$ cat src/rtl/round_pkg.sv
// Shared encodings, widths and state type for the round judge.
package round_pkg;

  localparam logic [2:0] LV1 = 3'b001;
  localparam logic [2:0] LV2 = 3'b010;
  localparam logic [2:0] LV3 = 3'b100;

  localparam int SLOT_W    = 3;
  localparam int MAX_SLOTS = 16;
  localparam int BUS_W     = SLOT_W * MAX_SLOTS;

  localparam logic [4:0] NO_MISS = 5'h1F;

  typedef enum logic [1:0] {
    IDLE,
    COMPARE,
    REPORT,
    GAME_OVER
  } state_t;

  // Slot count for a one-hot level; 0 marks an invalid level.
  function automatic logic [4:0] lv_to_slots(input logic [2:0] lv);
    case (lv)
      LV1:     return 5'd8;
      LV2:     return 5'd12;
      LV3:     return 5'd16;
      default: return 5'd0;
    endcase
  endfunction

endpackage

$ cat src/rtl/slot_select.sv
// Picks one 3-bit slot out of a packed 16-slot bus.
// Purely combinational, no flow control.
module slot_select
  import round_pkg::*;
(
  input  logic [BUS_W-1:0]  bus,
  input  logic [3:0]        idx,
  output logic [SLOT_W-1:0] slot
);

  logic [SLOT_W-1:0] slots [MAX_SLOTS];

  for (genvar k = 0; k < MAX_SLOTS; k++) begin : g_unpack
    assign slots[k] = bus[k*SLOT_W +: SLOT_W];
  end

  assign slot = slots[idx];

endmodule

$ cat src/rtl/round_judge.sv
// Judges an answer round slot-by-slot against the pattern and keeps the game tallies.
// Verdict N+1 cycles after the enable edge; no backpressure, each round needs a fresh enable edge.
module round_judge
  import round_pkg::*;
#(
  parameter int NUM_ROUNDS  = 10,
  parameter int PTS_PER_WIN = 10
) (
  input  logic             clk_1,
  input  logic             rst,
  input  logic             enable,
  input  logic [2:0]       level,
  input  logic [BUS_W-1:0] pattern_bus,
  input  logic [BUS_W-1:0] answer_bus,
  output logic             busy,
  output logic             done,
  output logic             round_win,
  output logic [4:0]       match_count,
  output logic [4:0]       first_miss,
  output logic [4:0]       round_count,
  output logic [3:0]       answer_count,
  output logic [6:0]       score,
  output logic             next_round,
  output logic             game_end,
  output logic             level_err
);

  state_t state, state_nxt;

  logic              enable_q;
  logic              start;
  logic [4:0]        lv_slots;
  logic [4:0]        n_slots;
  logic [3:0]        idx;
  logic [4:0]        match_run;
  logic              miss_seen;
  logic [4:0]        miss_idx;
  logic [SLOT_W-1:0] pat_slot;
  logic [SLOT_W-1:0] ans_slot;
  logic              hit;
  logic              last_slot;
  logic [4:0]        final_match;
  logic [4:0]        final_miss;
  logic              win;
  logic [4:0]        rc_next;
  logic [3:0]        ac_next;

  slot_select u_pat (.bus(pattern_bus), .idx(idx), .slot(pat_slot));
  slot_select u_ans (.bus(answer_bus),  .idx(idx), .slot(ans_slot));

  assign start     = enable & ~enable_q;
  assign lv_slots  = lv_to_slots(level);
  assign hit       = (pat_slot == ans_slot);
  assign last_slot = ({1'b0, idx} == n_slots - 5'd1);
  assign busy      = (state == COMPARE) || (state == REPORT);

  // Verdict includes the slot being compared in the final COMPARE cycle.
  always_comb begin
    final_match = match_run + {4'd0, hit};
    final_miss  = (miss_seen || hit) ? miss_idx : {1'b0, idx};
    win         = (final_match == n_slots);
    rc_next     = round_count + 5'd1;
    ac_next     = answer_count + {3'd0, win};
  end

  always_ff @(posedge clk_1 or negedge rst) begin
    if (!rst) state <= IDLE;
    else      state <= state_nxt;
  end

  always_comb begin
    state_nxt = state;
    case (state)
      IDLE:      if (start && lv_slots != 5'd0) state_nxt = COMPARE;
      COMPARE:   if (last_slot) state_nxt = REPORT;
      REPORT:    state_nxt = game_end ? GAME_OVER : IDLE;
      GAME_OVER: state_nxt = GAME_OVER;
      default:   state_nxt = IDLE;
    endcase
  end

  always_ff @(posedge clk_1 or negedge rst) begin
    if (!rst) begin
      enable_q     <= 1'b0;
      n_slots      <= 5'd0;
      idx          <= 4'd0;
      match_run    <= 5'd0;
      miss_seen    <= 1'b0;
      miss_idx     <= NO_MISS;
      done         <= 1'b0;
      round_win    <= 1'b0;
      match_count  <= 5'd0;
      first_miss   <= NO_MISS;
      round_count  <= 5'd0;
      answer_count <= 4'd0;
      score        <= 7'd0;
      next_round   <= 1'b0;
      game_end     <= 1'b0;
      level_err    <= 1'b0;
    end else begin
      enable_q   <= enable;
      done       <= 1'b0;
      next_round <= 1'b0;
      level_err  <= 1'b0;
      case (state)
        IDLE: begin
          if (start) begin
            if (lv_slots == 5'd0) begin
              level_err <= 1'b1;
            end else begin
              n_slots   <= lv_slots;
              idx       <= 4'd0;
              match_run <= 5'd0;
              miss_seen <= 1'b0;
              miss_idx  <= NO_MISS;
            end
          end
        end
        COMPARE: begin
          idx       <= idx + 4'd1;
          match_run <= final_match;
          if (!hit && !miss_seen) begin
            miss_seen <= 1'b1;
            miss_idx  <= {1'b0, idx};
          end
          // Results land as REPORT begins so they are valid alongside done.
          if (last_slot) begin
            match_count  <= final_match;
            first_miss   <= final_miss;
            round_win    <= win;
            round_count  <= rc_next;
            answer_count <= ac_next;
            score        <= 7'(ac_next * PTS_PER_WIN);
            done         <= 1'b1;
            if (rc_next == 5'(NUM_ROUNDS)) game_end   <= 1'b1;
            else                           next_round <= 1'b1;
          end
        end
        default: ;
      endcase
    end
  end

endmodule

$ cat config.mk
export PLATFORM = sky130hd
export DESIGN_NAME = round_judge
export DESIGN_NICKNAME = d
export VERILOG_FILES = /design/src/rtl/round_pkg.sv /design/src/rtl/slot_select.sv /design/src/rtl/round_judge.sv
export SDC_FILE = /design/constraint.sdc
export NUM_CORES = 1
export LEC_CHECK = 0
export BUFFER_PORTS_ARGS = -buffer_cell sky130_fd_sc_hd__buf_2
export CORE_ASPECT_RATIO = 1.75
export CORE_MARGIN = 10
export CORE_UTILIZATION = 45
export DETAILED_ROUTE_END_ITERATION = 8
export GPL_TIMING_DRIVEN = 0
export HOLD_SLACK_MARGIN = 0.12
export PLACE_DENSITY = 0.78
export SLEW_MARGIN = 25
export SYNTH_ARGS = -nofsm -noshare
export SYNTH_HDL_FRONTEND = slang
export SYNTH_SLANG_ARGS = --single-unit
$ cat constraint.sdc
create_clock -name clk_1 -period 4.55 [get_ports clk_1]
set_input_delay 0.6825 -clock clk_1 [delete_from_list [all_inputs] [get_ports clk_1]]
set_output_delay 0.6825 -clock clk_1 [all_outputs]
set_load 0.02 [all_outputs]
==> flow_summary.ini, run 1 <==
[critical_path]
reg2reg_depth = 24
cp_common_cell = ha_4
cp_slowest_stage_delay_ns = 0.59
crit_start = idx[0]
r2r_start = idx[0]
crit_arrival_ns = 5.26
critPathTopFamily = adder cells
slowest_stage = mux4_1
ff2ff_setup_slack_ns = -0.48
crit_fanout = 6
crit_path_start_kind = flop
crit_required_ns = 4.78
worst-path-buf-inv = 3
end_kind = flop
crit_chain = buf_6, buf_12, mux4_1, mux2i_1, o32ai_2, mux2i_1, and3_4, nand2_4, inv_2, ha_4, ha_4, nand3_4, xor2_4, xnor2_2, nand2_2, nor4_4, ha_2, nand3_4, xnor2_4, ha_4, ha_4, fa_2, nand2_1, nand2_1
rr_endpoint = score[5]
crit_type = reg2reg

[finish]
fill_cells = 590
area_growth_pct = 40.1
drive_above_1_share = 0.518
nets = 583
num_antenna_cells = 0

[logic_synthesis]
synth_compound_gate_area_share = 0.132
synthArstFlopShare = 1.00
syn_avg_cell_area_um2 = 11.0
synth.area.mux_share = 0.197
ys.flop_type = dfrtp_1
yosys.area_share.simple = 0.130
synthTopCellsByArea = dfrtp_1 (29%), mux4_2 (11%), dfstp_2 (7.8%)
synth_xor_area_frac = 0.0664
yosys_warnings = 0
yosysUniqueCellTypes = 57
synth_nets = 426
synthCells = 309
synth.top_cell.area_share = 0.288
synthesis.area_um2 = 3390
yosysMostFrequentCell = nand2_1
yosys.area.top_type = dfrtp_1
synth-edff-count = 0
synthTopCellsByCount = nand2_1 (40), dfrtp_1 (39), nor2_1 (28), mux4_2 (16), o21ai_0 (15)
ys_ff_latch = 49
synth_top_family_by_area = multiplexers
ys_seq_area_frac = 0.365
synth_fa_ha_area_frac = 0.0576

[drt]
drt_iter0_drc = 105
vias = 3026
detail-route-antenna-nets = 0
drc = 0
via_per_inst = 5.47
drt-pass1-iter-count = 4
wl_per_cell_um = 17.7
routed_wl_um = 9780

[grt]
grt_max_degree = 50
antenna_found_initial = 0
grt_use_total = 0.166
grt_pass1_vias = 3468
grt_pass1_wl_um = 15900
grt_overflow = 0

[pwr]
cellPowerDensity_nw_per_um2 = 620
ir_worst_vdd_mv = 0.456
power.total_mw = 2.94
power_leakage_nw = 2.21

[clock_tree]
insertion_delay_ns = 0.29
cts_hold_buf = 0
cts_sinks = 49
cts_made_buffers = 5
h-tree-depth = 2
clk_path_buf_depth = 2
clockRootBuffer = clkbuf_16
path_clk_slew_ns = 0.07
cts_tree = done

[run_status]
violations = negative setup slack
run_status = finished, violations left

[die]
die_y_um = 135
die_w_um = 85.6
die-area_um2 = 11500
initial_utilization = 0.465
coreArea_um2 = 7280
row_count = 41
ios = 134

[sta]
hold_viol = 0
layout_setup_ws_ns = -0.484
finalCritPeriodShare = 1.11
finClkSkew_ns = 0.00424
max_freq_mhz = 199
setup_viol = 3
worst_pin_slew_ns = 0.665
rsz0062_at_grt = true
fin_crit_ns = 5.03
worst_slew_margin_rel = 0.554
report.final.slew_viol_count = 0

[place]
place_congestion = 0.820
place_hpwl_um = 7560
portBuffers = 132
dp_slack_ns = -0.843

[run]
cap_violations = 0

[min_path]
hold_path.class = in2async
## cells in the final DEF, fill, tap and decap left out, types with 3 or more instances in the layout
| master | synthesis | routed |
|---|---|---|
| a31oi_1 | 3 | 3 |
| a221oi_2 | 5 | 6 |
| buf_6 | 2 | 4 |
| nand3_1 | 5 | 3 |
| o21ai_0 | 15 | 13 |
| nand2_1 | 40 | 38 |
| nor3_1 | 7 | 6 |
| o21ai_1 | 1 | 3 |
| ha_1 | 14 | 8 |
| dfstp_2 | 10 | 10 |
| mux4_1 | 6 | 3 |
| xor2_2 | 0 | 3 |
| xnor2_2 | 2 | 3 |
| a21oi_1 | 6 | 6 |
| dfrtp_1 | 39 | 39 |
| o21a_1 | 3 | 3 |
| xnor2_1 | 14 | 11 |
| buf_2 | 1 | 131 |
| a22oi_1 | 5 | 4 |
| nor2_1 | 28 | 28 |
| xor2_1 | 8 | 4 |
| mux4_2 | 16 | 19 |
| clkbuf_16 | 0 | 6 |
| inv_1 | 11 | 10 |
| nand4_1 | 3 | 3 |
| ha_4 | 0 | 5 |
| buf_4 | 3 | 19 |
| mux2i_1 | 14 | 12 |
| clkbuf_1 | 5 | 4 |
## power breakdown
group / leakage, nW / internal, mW / switching [mW]
Clock: 0.0831 / 0.274 / 0.158
Combinational: 1.55 / 0.905 / 0.928
Sequential: 0.575 / 0.579 / 0.0984
## worst max-delay path by stage
stage	to	slack, ns	cells past startpoint
floorplan	score[5]	-0.31	21
global placement	score[5]	-0.74	22
detailed placement	score[5]	-0.84	22
CTS	score[5]	-0.38	23
global route	score[5]	-0.68	24
finish	score[5]	-0.48	24
## worst reg2reg max path, stage by stage (launching register included)
cell	delay [ns]
dfrtp_1	0.38
buf_6	0.14
buf_12	0.13
mux4_1	0.59
mux2i_1	0.34
o32ai_2	0.12
mux2i_1	0.23
and3_4	0.24
nand2_4	0.05
inv_2	0.06
ha_4	0.14
ha_4	0.17
nand3_4	0.09
xor2_4	0.18
xnor2_2	0.14
nand2_2	0.10
nor4_4	0.23
ha_2	0.30
nand3_4	0.12
xnor2_4	0.20
ha_4	0.23
ha_4	0.16
fa_2	0.52
nand2_1	0.06
nand2_1	0.07
## kinds of logic after synthesis
group / Yosys count
AOI/OAI and AO/OA: 57
xor gates and xnor gates: 24
adders and majority gates: 15
buffers and inverters: 29
DFF: 49
muxes: 37
other: 1
and+or+nand+nor: 97
## sequential cells by signal, indices dropped and copies added (netlist names)
signal,count
enable_q,1
match_count,5
answer_count,4
idx,4
miss_idx,5
game_end,1
first_miss,5
score,4
round_count,5
round_win,1
done,1
next_round,1
state,2
level_err,1
miss_seen,1
match_run,5
n_slots,3
## timing repair
| item | in CTS | in global routing |
|---|---|---|
| setup endpoints to repair | 4 | 4 |
| gates cloned | 1 | 1 |
| endpoints found under the hold margin | 0 | 0 |
| setup buffers | 11 | 5 |
| resized for setup | 11 | 18 |
| pin swaps | 11 | 2 |
## routing by layer
layer  track usage  up-vias  share of wire
li1              -     1448              -
met1         0.163     1445           0.35
met2         0.307      117           0.54
met3        0.0560       16          0.081
met4        0.0634        0          0.023
met5             0        -              0
## final cells by class
class / count / area (um2) / area share
Clock inverter: 2 / 37.5 / 0.00791
Timing Repair Buffer: 150 / 848 / 0.179
Clock buffer: 6 / 139 / 0.0292
Sequential cell: 49 / 1240 / 0.261
Multi-Input combinational cell: 231 / 2200 / 0.464
Tap cell: 86 / 108 / 0.0227
Buffer: 15 / 120 / 0.0253
Inverter: 14 / 53.8 / 0.0113
## stage by stage
stage	util	setup TNS, ns	cells	area, um2	hold slack [ns]
after global routing	0.652	-1.64	553	4750	0.456
after floorplan	-	-0.618	309	3450	0.387
after detailed placement	0.579	-2.37	527	4220	0.466
after CTS	0.626	-0.709	547	4560	0.430
final	0.652	-0.976	553	4750	0.391
after global placement	0.579	-2.03	527	4220	0.456
No activity file was read; power rests on OpenSTA's default activity.
==> run 2: changes to the inputs <==
- ABC_AREA: default -> 0
- CAP_MARGIN: default -> 25
- PLACE_DENSITY: 0.78 -> 0.77
- SYNTH_HIERARCHICAL: default -> 1
==> run 2 against run 1 <==
  * The flow still finishes with violations (negative setup slack)
  * First-iteration DRC count up 78%
  * Sequential power fell by 36%
  * Power fell by 69%
  * Critical endpoint is now score[6]
==> flow_summary.ini, run 2 <==
[die]
coreArea_um2 = 7620
die_w_um = 87.0
ios = 134
row_count = 42
die-area_um2 = 12000
die_y_um = 137
initial_utilization = 0.465

[finish]
mostFrequentLayoutCells = buf_2 (134), dfrtp_1 (37), nand3_1 (24)
finalNonFillerCells = 542
area_growth_pct = 34.4
drive_above_1_share = 0.524
final_cell_area_um2 = 4760
num_antenna_cells = 0
fill_cells = 598
final_common_cell = buf_2
nets = 571

[min_path]
hold_path.class = in2async

[place]
place_congestion = 0.865
place_hpwl_um = 7870
place_inst = 521
placed_area_um2 = 4300
dp_slack_ns = -0.644
portBuffers = 129

[grt]
grt_use_total = 0.166
grt_pass1_wl_um = 15800
antenna_found_initial = 0
grt_pass1_vias = 3478
grt_overflow = 0
grt_max_degree = 50

[drt]
wl_per_cell_um = 18.6
drt-pass1-iter-count = 4
routed_wl_um = 10100
via_per_inst = 5.65
vias = 3062
route.met3.wl_um = 858
detail-route-antenna-nets = 0
wl_met2_um = 5270
m1WireLength_um = 3640
maxUsedRoutingLayer = met4
drc = 0
drt_iter0_drc = 187

[logic_synthesis]
synthArstFlopShare = 1.00
yosysMostFrequentCell = dfrtp_1
synth.top_cell.area_share = 0.276
ys.flop_type = dfrtp_1
yosys_warnings = 6
synthCells = 304
synth-edff-count = 0
yosysUniqueCellTypes = 57
synthTopCellsByArea = dfrtp_1 (28%), mux4_1 (12%), dfstp_2 (7.4%)
yosys.area.top_type = dfrtp_1
synthesis.area_um2 = 3540
ys_seq_area_frac = 0.350
ys_ff_latch = 49
synthTopCellsByCount = dfrtp_1 (39), nand3_1 (29), nand2_1 (18), mux4_1 (16)
synth_nets = 422
syn_avg_cell_area_um2 = 11.6

[pwr]
cellPowerDensity_nw_per_um2 = 191
ir_worst_vdd_mv = 0.143
power_leakage_nw = 2.31

[critical_path]
rr_endpoint = score[6]
crit_fanout = 6
critPathTopFamily = adder cells
ff2ff_setup_slack_ns = -0.04
crit_chain = buf_6, mux4_2, a22oi_2, nand3_2, xor2_2, nor3_2, ha_2, ha_4, nand3_4, xor3_1, and4_4, ha_4, nand3_4, xnor2_4, ha_4, ha_4, inv_2, fa_2, xnor2_1, mux2_2
crit_type = reg2reg
crit_path_start_kind = flop
cp_common_cell = ha_4
crit_required_ns = 4.73
worst-path-buf-inv = 2
r2r_start = idx[0]
reg2reg_depth = 20
end_kind = flop
crit_arrival_ns = 4.77
cp.depth = 20
slowest_stage = mux4_2
cp_slowest_stage_delay_ns = 0.51

[clock_tree]
path_clk_slew_ns = 0.06
cts_sinks = 49
cts_made_buffers = 5
h-tree-depth = 2
insertion_delay_ns = 0.30
cts_tree = done
cts_hold_buf = 0
clockRootBuffer = clkbuf_16
clk_path_buf_depth = 2

[sta]
worst_pin_slew_ns = 0.634
worst_slew_margin_rel = 0.577
report.final.slew_viol_count = 0
whs_ns = 0.399
rsz0062_at_grt = true
layout_setup_ws_ns = -0.0390
max_freq_mhz = 218
setup_viol = 1
finClkSkew_ns = 0.00828
tns_ns = -0.0390
hold_viol = 0
finalCritPeriodShare = 1.01
fin_crit_ns = 4.59

[run]
cap_violations = 0

[run_status]
violations = negative setup slack
run_status = finished, violations left
[run 2: cell type report]
| type | instances | area (um2) | area share |
|---|---|---|---|
| Tap cell | 88 | 110 | 0.0231 |
| Sequential cell | 49 | 1240 | 0.261 |
| Timing Repair Buffer | 142 | 757 | 0.159 |
| Buffer | 20 | 140 | 0.0295 |
| Clock buffer | 8 | 146 | 0.0308 |
| Inverter | 14 | 55.1 | 0.0116 |
| Multi-Input combinational cell | 221 | 2310 | 0.485 |
[run 2: per-layer routing]
| metal | GRT usage | vias to the layer above |
|---|---|---|
| met5 | 0 | - |
| met4 | 0.0986 | 0 |
| met3 | 0.0580 | 20 |
| met2 | 0.291 | 142 |
| met1 | 0.160 | 1467 |
| li1 | - | 1433 |
[run 2: stage by stage]
stage	power (mW)	utilization
finish	0.910	0.624
global route	0.942	0.624
CTS	0.918	0.618
detailed placement	0.534	0.564
global placement	0.531	0.564
floorplan	0.479	-
[run 2: cells by family (layout without fill, tap and decap cells)]
logic type               count (synthesis)  in the layout  synth area share
XOR/XNOR                                22             22            0.0626
multiplexers                            50             50             0.251
AO/OA/AOI/OAI                           48             48            0.0965
flip-flops                              49             49             0.350
adder cells (fa/ha/maj)                 16             16            0.0587
other                                    1              1           0.00106
AND/OR/NAND/NOR                         84             84             0.128
buffers and inverters                   34            184            0.0516
[run 2: timing repair]
item,in CTS,in global routing
setup endpoints to repair,4,2
setup buffers,11,2
cloned,1,0
pin swaps,11,11
gates resized for setup,35,11
[run 2: power by group]
part | switching, mW | leakage (nW) | internal (mW)
clock | 0.158 | 0.0712 | 0.219
combinational | 0.0382 | 1.64 | 0.0576
sequential | 0.000139 | 0.604 | 0.437
total | 0.196 | 2.31 | 0.714
[run 2: worst max path at each step]
stage	startpoint	to
after global placement	idx[0]	score[6]
after global routing	idx[0]	score[6]
after detailed placement	idx[0]	score[6]
final	idx[0]	score[6]
after CTS	idx[0]	score[6]
after floorplan	idx[0]	score[6]
